## config.mk

```make
export PLATFORM = sky130hd
export DESIGN_NAME = maria_lineram_dbuf_flat
export DESIGN_NICKNAME = d
export VERILOG_FILES = /design/src/rtl/maria_lineram_dbuf_if.sv /design/src/rtl/maria_lineram_dbuf.sv /design/src/flat_wrapper.sv
export SDC_FILE = /design/constraint.sdc
export NUM_CORES = 2
export LEC_CHECK = 0
export BUFFER_PORTS_ARGS = -buffer_cell sky130_fd_sc_hd__buf_4
export CORE_UTILIZATION = 45
export DETAILED_ROUTE_END_ITERATION = 8
export HOLD_SLACK_MARGIN = 0.02
export PLACE_DENSITY = 0.71
export SYNTH_ARGS = -nofsm -noshare
export SYNTH_HDL_FRONTEND = slang
export SYNTH_SLANG_ARGS = --single-unit
```

## constraint.sdc

```tcl
create_clock -name SYSCLK -period 6 [get_ports SYSCLK]
set_clock_uncertainty 0.15 [all_clocks]
set_input_delay 0.3 -clock SYSCLK [delete_from_list [all_inputs] [get_ports SYSCLK]]
set_output_delay 0.3 -clock SYSCLK [all_outputs]
set_load 0.02 [all_outputs]
```

## src/rtl/maria_lineram_dbuf_if.sv

```systemverilog
// rtl/maria_lineram_dbuf_if.sv - pixel byte handshake between writer and line RAM engine
interface maria_lineram_dbuf_if;
    logic [7:0] PIX_DATA;
    logic       PIX_VALID;
    logic       PIX_READY;

    modport master (output PIX_DATA, output PIX_VALID, input PIX_READY);
    modport slave  (input PIX_DATA, input PIX_VALID, output PIX_READY);
endinterface

```

## src/rtl/maria_lineram_dbuf.sv

```systemverilog
// rtl/maria_lineram_dbuf.sv - double-buffered MARIA line RAM with sequential write/clear engine
module maria_lineram_dbuf #(
    parameter int CELLS  = 160,
    parameter int ADDR_W = 8,
    parameter int COL_W  = 9
) (
    input  logic                SYSCLK,
    input  logic                RESET,
    maria_lineram_dbuf_if.slave pix,
    input  logic [ADDR_W-1:0]   INPUT_ADDR,
    input  logic                INPUT_W,
    input  logic [2:0]          PALETTE,
    input  logic                PALETTE_W,
    input  logic                WM,
    input  logic                WM_W,
    input  logic [1:0]          READ_MODE,
    input  logic                KANGAROO_MODE,
    input  logic                BORDER_CONTROL,
    input  logic                COLOR_KILL,
    input  logic [7:0]          COLOR_MAP [25],
    input  logic                LRAM_SWAP,
    input  logic [COL_W-1:0]    LRAM_OUT_COL,
    output logic [7:0]          PLAYBACK,
    output logic                BUSY
);
    typedef enum logic [1:0] {S_CLEAR_ALL, S_IDLE, S_WRITE, S_CLEAR} state_t;

    localparam logic [ADDR_W-1:0] LAST_CELL = ADDR_W'(CELLS - 1);
    localparam logic [ADDR_W:0]   CELLS_X   = (ADDR_W + 1)'(CELLS);
    localparam logic [COL_W-1:0]  COL_LIMIT = COL_W'(2 * CELLS);

    logic [4:0] bank0 [CELLS];
    logic [4:0] bank1 [CELLS];

    state_t            state_q, state_d;
    logic [ADDR_W-1:0] ptr_q, ptr_d, bptr_q, bptr_d, clr_q, clr_d;
    logic [2:0]        pal_q, pal_d, bpal_q, bpal_d;
    logic              wm_q, wm_d, bwm_q, bwm_d;
    logic [1:0]        rm_in_q, rm_in_d, rm_out_q, rm_out_d, k_q, k_d;
    logic              bank_q, bank_d, pend_q, pend_d;
    logic [7:0]        byte_q, byte_d, playback_q, playback_d;

    logic              wr_b0, wr_b1, do_swap;
    logic [ADDR_W-1:0] wr_idx, wr_cell_idx;
    logic [4:0]        wr_data, wr_cell;
    logic [7:0]        sh;
    logic              skip;

    // Cell k of the latched byte: shifting by 2k brings its transparency field to [7:6]
    always_comb begin
        sh          = byte_q << {k_q, 1'b0};
        wr_cell     = bwm_q ? {bpal_q[2], sh[3:2], sh[7:6]} : {bpal_q, sh[7:6]};
        wr_cell_idx = bptr_q + ADDR_W'(k_q);
        skip        = ({1'b0, wr_cell_idx} >= CELLS_X) || ((sh[7:6] == 2'b00) && !KANGAROO_MODE);
    end

    always_comb begin
        state_d  = state_q;
        ptr_d    = ptr_q;
        bptr_d   = bptr_q;
        clr_d    = clr_q;
        pal_d    = pal_q;
        bpal_d   = bpal_q;
        wm_d     = wm_q;
        bwm_d    = bwm_q;
        rm_in_d  = rm_in_q;
        rm_out_d = rm_out_q;
        k_d      = k_q;
        bank_d   = bank_q;
        pend_d   = pend_q | LRAM_SWAP;
        byte_d   = byte_q;
        wr_b0    = 1'b0;
        wr_b1    = 1'b0;
        wr_idx   = clr_q;
        wr_data  = 5'd0;
        do_swap  = 1'b0;
        if (PALETTE_W) pal_d = PALETTE;
        if (WM_W)      wm_d  = WM;
        case (state_q)
            S_CLEAR_ALL: begin
                wr_b0 = 1'b1;
                wr_b1 = 1'b1;
                clr_d = clr_q + 1'b1;
                if (clr_q == LAST_CELL) begin
                    clr_d   = '0;
                    state_d = S_IDLE;
                end
            end
            S_IDLE: begin
                if (LRAM_SWAP || pend_q) begin
                    do_swap = 1'b1;
                end else if (pix.PIX_VALID) begin
                    byte_d  = pix.PIX_DATA;
                    bpal_d  = pal_q;
                    bwm_d   = wm_q;
                    bptr_d  = ptr_q;
                    rm_in_d = READ_MODE;
                    k_d     = 2'd0;
                    state_d = S_WRITE;
                end
            end
            S_WRITE: begin
                wr_idx  = wr_cell_idx;
                wr_data = wr_cell;
                wr_b0   = !skip && !bank_q;
                wr_b1   = !skip && bank_q;
                k_d     = k_q + 1'b1;
                if (k_q == (bwm_q ? 2'd1 : 2'd3)) begin
                    ptr_d = bptr_q + (bwm_q ? ADDR_W'(2) : ADDR_W'(4));
                    if (pend_d) do_swap = 1'b1;
                    else        state_d = S_IDLE;
                end
            end
            S_CLEAR: begin
                wr_b0 = !bank_q;
                wr_b1 = bank_q;
                clr_d = clr_q + 1'b1;
                if (clr_q == LAST_CELL) begin
                    clr_d = '0;
                    if (pend_d) do_swap = 1'b1;
                    else        state_d = S_IDLE;
                end
            end
            default: state_d = S_CLEAR_ALL;
        endcase
        if (do_swap) begin
            bank_d   = !bank_q;
            rm_out_d = rm_in_q;
            pend_d   = 1'b0;
            clr_d    = '0;
            state_d  = S_CLEAR;
        end
        if (INPUT_W) ptr_d = INPUT_ADDR;
    end

    // Playback: display bank is the one not being written
    logic [ADDR_W-1:0] rd_idx;
    logic [4:0]        rd_cell;
    logic [2:0]        rd_pal;
    logic [1:0]        rd_c;
    logic [4:0]        map_idx;
    always_comb begin
        rd_idx  = ADDR_W'(LRAM_OUT_COL >> 1);
        rd_cell = bank_q ? bank0[rd_idx] : bank1[rd_idx];
        case (rm_out_q)
            2'b10: begin
                rd_pal = {rd_cell[4], 2'b00};
                rd_c   = LRAM_OUT_COL[0] ? {rd_cell[0], rd_cell[2]} : {rd_cell[1], rd_cell[3]};
            end
            2'b11: begin
                rd_pal = rd_cell[4:2];
                rd_c   = LRAM_OUT_COL[0] ? {rd_cell[0], 1'b0} : {rd_cell[1], 1'b0};
            end
            default: begin
                rd_pal = rd_cell[4:2];
                rd_c   = rd_cell[1:0];
            end
        endcase
        map_idx    = {2'b00, rd_pal} * 5'd3 + {3'b000, rd_c};
        playback_d = (rd_c == 2'b00) ? COLOR_MAP[0] : COLOR_MAP[map_idx];
        if (LRAM_OUT_COL >= COL_LIMIT) playback_d = BORDER_CONTROL ? 8'h00 : COLOR_MAP[0];
        if (COLOR_KILL) playback_d[7:4] = 4'h0;
    end

    always_ff @(posedge SYSCLK) begin
        if (wr_b0) bank0[wr_idx] <= wr_data;
        if (wr_b1) bank1[wr_idx] <= wr_data;
    end

    always_ff @(posedge SYSCLK or posedge RESET) begin
        if (RESET) begin
            state_q    <= S_CLEAR_ALL;
            ptr_q      <= '0;
            bptr_q     <= '0;
            clr_q      <= '0;
            pal_q      <= 3'd0;
            bpal_q     <= 3'd0;
            wm_q       <= 1'b0;
            bwm_q      <= 1'b0;
            rm_in_q    <= 2'd0;
            rm_out_q   <= 2'd0;
            k_q        <= 2'd0;
            bank_q     <= 1'b0;
            pend_q     <= 1'b0;
            byte_q     <= 8'h00;
            playback_q <= 8'h00;
        end else begin
            state_q    <= state_d;
            ptr_q      <= ptr_d;
            bptr_q     <= bptr_d;
            clr_q      <= clr_d;
            pal_q      <= pal_d;
            bpal_q     <= bpal_d;
            wm_q       <= wm_d;
            bwm_q      <= bwm_d;
            rm_in_q    <= rm_in_d;
            rm_out_q   <= rm_out_d;
            k_q        <= k_d;
            bank_q     <= bank_d;
            pend_q     <= pend_d;
            byte_q     <= byte_d;
            playback_q <= playback_d;
        end
    end

    assign PLAYBACK      = playback_q;
    assign BUSY          = (state_q != S_IDLE) || pend_q;
    assign pix.PIX_READY = (state_q == S_IDLE) && !pend_q;
endmodule

```

## src/flat_wrapper.sv

```systemverilog
// flat-port wrapper written by rule: the top's interface ports become plain ports
module maria_lineram_dbuf_flat 
#(
    parameter int CELLS  = 160,
    parameter int ADDR_W = 8,
    parameter int COL_W  = 9
)
  (SYSCLK, RESET, INPUT_ADDR, INPUT_W, PALETTE, PALETTE_W, WM, WM_W, READ_MODE, KANGAROO_MODE, BORDER_CONTROL, COLOR_KILL, COLOR_MAP, LRAM_SWAP, LRAM_OUT_COL, PLAYBACK, BUSY, pix_PIX_DATA, pix_PIX_VALID, pix_PIX_READY);
  maria_lineram_dbuf_if pix_i ();
  input  logic SYSCLK;
  input  logic RESET;
  input  logic [ADDR_W-1:0] INPUT_ADDR;
  input  logic INPUT_W;
  input  logic [2:0] PALETTE;
  input  logic PALETTE_W;
  input  logic WM;
  input  logic WM_W;
  input  logic [1:0] READ_MODE;
  input  logic KANGAROO_MODE;
  input  logic BORDER_CONTROL;
  input  logic COLOR_KILL;
  input  logic [7:0] COLOR_MAP[25];
  input  logic LRAM_SWAP;
  input  logic [COL_W-1:0] LRAM_OUT_COL;
  output logic [7:0] PLAYBACK;
  output logic BUSY;
  input wire logic [$bits(pix_i.PIX_DATA)-1:0] pix_PIX_DATA;
  input wire logic [$bits(pix_i.PIX_VALID)-1:0] pix_PIX_VALID;
  output wire logic [$bits(pix_i.PIX_READY)-1:0] pix_PIX_READY;
  assign pix_i.PIX_DATA = pix_PIX_DATA;
  assign pix_i.PIX_VALID = pix_PIX_VALID;
  assign pix_PIX_READY = pix_i.PIX_READY;
  maria_lineram_dbuf #(.CELLS(CELLS), .ADDR_W(ADDR_W), .COL_W(COL_W)) u_core (.SYSCLK(SYSCLK), .RESET(RESET), .pix(pix_i), .INPUT_ADDR(INPUT_ADDR), .INPUT_W(INPUT_W), .PALETTE(PALETTE), .PALETTE_W(PALETTE_W), .WM(WM), .WM_W(WM_W), .READ_MODE(READ_MODE), .KANGAROO_MODE(KANGAROO_MODE), .BORDER_CONTROL(BORDER_CONTROL), .COLOR_KILL(COLOR_KILL), .COLOR_MAP(COLOR_MAP), .LRAM_SWAP(LRAM_SWAP), .LRAM_OUT_COL(LRAM_OUT_COL), .PLAYBACK(PLAYBACK), .BUSY(BUSY));
endmodule
```

==> impl_results.md <==
* Pin count of the biggest net entering global routing at 181
* Core Box Area at 149800 sq um
* Unrepaired setup endpoints after global routing: false
* Switching part of the total power at 27.81%
* Worst path max stage delay at ~540 ps
* Tcrit/Tclk final at 94.87%
* Clock sink total at around 1700
* Die Height at just under 400 um
* Depth of the CTS H-tree at 4
* Mux share of post-synthesis cell area at a little under a fifth
* Net count, final at 4188
* Power Dens Cells at 385.0 nW/um^2
* Final worst setup slack at between 300 and 400 ps
* Post-synthesis register bit count at 1658
* Post-Route WL at between 150 and 200 mm
* Chip Width at 390.3 um
* Mean Syn Cell Area at 19.80 sq um
* Crit-path max FO at 12
* Post-Syn Area at approximately 68000 sq um
* Cells after Synth at roughly 3400
* Reg power frac at ~44%
* Max Slew Vio Count at 0
* Xor and xnor fraction of the mapped netlist area at less than 1%
* First-pass GRT wire length at 262.2 mm
* Leak Pwr at 26.39 nW
* Ys flop type: edfxtp_1
* Pint at about 0.022 W
* TritonCTS buffer count at 163
* Cts hold-fix bufs at 74
* Initial antenna violation count at 4
* Simple-gate portion of the synthesized area at ~3.7%
* Via/cell ratio at 6.098
* Synth warn at 0
* Num rows at 142
* Detailed-router iteration count before antenna repair at 7
* Combinational share of power at 23.0%
* Slew headroom at 18.03%
* Routed WL per cell at 29.78 um
* Hpwl dp at around 120 mm
* Adder-cell share of the synthesized area at 0.3946%
* Setup bufs post-CTS at 0
* First-iteration detailed-routing DRC count at between 4000 and 5000
* Crit-path cells: mux4_2 -> mux2_2 -> a2111o_1 -> o2111ai_1 -> nor4_1 -> buf_4 -> nor3_1 -> a21oi_1 -> fa_1 -> ha_2 -> inv_1 -> fa_1 -> xor2_2 -> buf_12 -> nor4b_1 -> buf_4 -> a22oi_1 -> nor2_1 -> a21oi_1 -> nor4_1 -> a41o_1
* GRT Total Usage at a little under a quarter
* Clock slew at reported path FFs at 60 ps
* Distinct cells, synth at between 70 and 80
* DRC at 0
* Max Freq at between 0.15 and 0.2 GHz
* Maximum root-to-sink buffer count at 3
* Clock tree root driver cell: clkbuf_16
* Max_cap viols at 0
* Post-synth EDFFs at 1600
* Resize count post-CTS at 0
* Top Ports at approximately 250
* Critical Path AT at around 6300 ps
* Maximum VDD drop at roughly 0.32 mV
* CP Launch Type: register
* Sequential area share after synthesis at between 70 and 80%
* CP required at between 6000 and 7000 ps
* Final setup violation count at 0
* Setup WS pre-CTS at -292.7 ps
* Final total power at slightly above 0.03 W
* Actual slew at the worst max-slew pin at about 1200 ps
* Count of final hold-check violations at 0
* Async SR Flop Fraction at approximately 3.5%
* Vias in the first global route at 37280
* Synthesized Nets at approximately 3700
* Vias at between 30000 and 40000
* Status: finished, final reports clean
* Sw Pwr at 0.008499 W
* Clock Latency Late Sink at approximately 810 ps
* Synth Area in Compound Gates at roughly 2.6%
* Placer Congestion at between 0.9 and 1
* Largest family of logic cells by synthesized area: multiplexers
* Part of the power in the clock network at around 33%
* Worst Hold Class: input port to async pin
* WS Path Type: register to register
* Layout Area Growth over Synthesis at 16.98%
* DRT antenna net count at 0
* Port buffer count at 250
* Initial Util at between 40% and 50%
* CTS tree: built
* Layout cells sized above 1 at 30.94%
* N_diodes at 0
* Die area at roughly 150000 sq um
* Min cycle time layout at roughly 5700 ps
* CP max stage cell: a2111o_1
* Remaining global-route overflow at 0
* # fillers at between 10000 and 15000
* CP Capture Type: register
-- kinds of logic after synthesis --
family	after synthesis
DFF	1658
muxes	634
and+or+nand+nor	603
AOI/OAI and AO/OA	250
buffers and inverters	249
adders and majority gates	19
xor gates and xnor gates	15
-- per-layer routing --
layer | vias to the layer above | global-route usage [%] | wire [um]
met5 | - | 0 | 41
li1 | 15090 | - | -
met1 | 19400 | 32.46 | 69150
met4 | 6 | 8.763 | 6632
met3 | 363 | 4.845 | 17000
met2 | 2184 | 38.31 | 88100
-- final timing paths --
check	depth (start not counted)	to	slack, ps	from
max in group asynchronous	4	u_core.PLAYBACK[1]$_DFF_PP0_	5050	RESET
worst max register to register	21	u_core.PLAYBACK[6]$_DFF_PP0_	310	u_core.bank0[79][2]$_DFFE_PP_
worst min register to register	2	u_core.rm_out_q[0]$_DFFE_PP0P_	350	u_core.rm_in_q[0]$_DFFE_PP0P_
worst min-delay path	4	u_core.byte_q[2]$_DFFE_PP0P_	130	RESET
worst max-delay path	21	u_core.PLAYBACK[6]$_DFF_PP0_	310	u_core.bank0[79][2]$_DFFE_PP_
min in group SYSCLK	3	u_core.PLAYBACK[2]$_DFF_PP0_	170	COLOR_MAP[194]
-- worst max-delay path: cells and delay by family (launching register included) --
family | cells | cell delay, ps
AOI/OAI and AO/OA | 6 | 1200
adders and majority gates | 3 | 1180
and+or+nand+nor | 5 | 990
muxes | 2 | 810
buffers and inverters | 4 | 670
DFF | 1 | 370
xor gates and xnor gates | 1 | 220
-- layout by cell type (no fill, tap or decap), drive strengths merged, types with 9 or more instances in the layout --
cell type / n
inv: 37
edfxtp: 1600
bufinv: 12
mux2i: 113
dfrtp: 58
nand2b: 9
nand2: 108
or3: 10
nand3: 20
a22o: 10
mux2: 53
a22oi: 25
clkbuf: 201
clkinv: 70
ha: 15
dlygate4sd3: 74
o221ai: 17
nor3: 11
a21oi: 45
and2: 10
a211oi: 13
o22ai: 24
mux4: 468
nand3b: 10
o21ai: 37
buf: 482
nor2: 386
-- cell type report --
cell class	count	area [sq um]	share of cell area (%)
flip-flops and latches	1658	49500	62.35
multi-input cells	1521	17110	21.56
repair buffers	557	4976	6.268
clock buffers	200	4270	5.379
well taps	2016	2522	3.177
clock inverters	96	903.4	1.138
inverters	27	103.9	0.1308
-- state kept, by name, indices dropped and copies added (netlist names) --
register,cells
u_core.bank0,800
u_core.bank1,800
u_core.PLAYBACK,8
u_core.bptr_q,8
u_core.byte_q,8
u_core.clr_q,8
u_core.ptr_q,8
u_core.bpal_q,3
u_core.pal_q,3
u_core.k_q,2
u_core.rm_in_q,2
u_core.rm_out_q,2
u_core.state_q,2
u_core.bank_q,1
u_core.bwm_q,1
u_core.pend_q,1
u_core.wm_q,1
-- per-stage QoR --
step	setup TNS [ps]	instance area (sq um)	std cells	utilization (%)	hold slack, ps
finish	0	79390	6075	53.00	131.8
global route	0	79390	6075	53.00	145.4
CTS	0	79390	6075	53.00	80.46
detailed placement	-2208	73470	5705	49.06	338.7
global placement	-1810	73470	5705	49.06	320.1
floorplan	-182150	67870	3428	-	247.5
-- synth_stat cells (9+ instances only) --
cell type,n,area (sq um)
or3_1,10,62.56
nor2_1,386,1449
ha_1,15,187.7
nand3_1,20,100.1
buf_6,11,123.9
mux4_1,14,367.9
nand3b_1,10,75.07
clkbuf_1,101,379.1
dfrtp_1,58,1451
a22oi_1,25,187.7
nand2_1,108,405.4
mux4_2,454,10220
mux2i_1,113,1131
a211oi_1,13,97.59
and2_1,10,62.56
edfxtp_1,1600,48050
buf_2,48,240.2
o221ai_1,17,148.9
o21ai_0,37,185.2
a22o_1,10,87.58
a21oi_1,45,225.2
buf_1,9,33.78
nand2b_1,9,56.30
o22ai_1,24,150.1
mux2_2,53,596.8
buf_4,45,337.8
nor3_1,11,55.05
inv_1,23,86.33
-- power groups by stage --
stage / Clock [W] / Sequential (W) / Combinational [W]
after floorplan: 0 / 0.0138 / 0.00410
after global placement: 0 / 0.0137 / 0.00681
after detailed placement: 0 / 0.0138 / 0.00686
after CTS: 0.0101 / 0.0135 / 0.00699
after global routing: 0.0105 / 0.0135 / 0.00738
final: 0.0100 / 0.0135 / 0.00703
(Power assumes the default switching activity.)
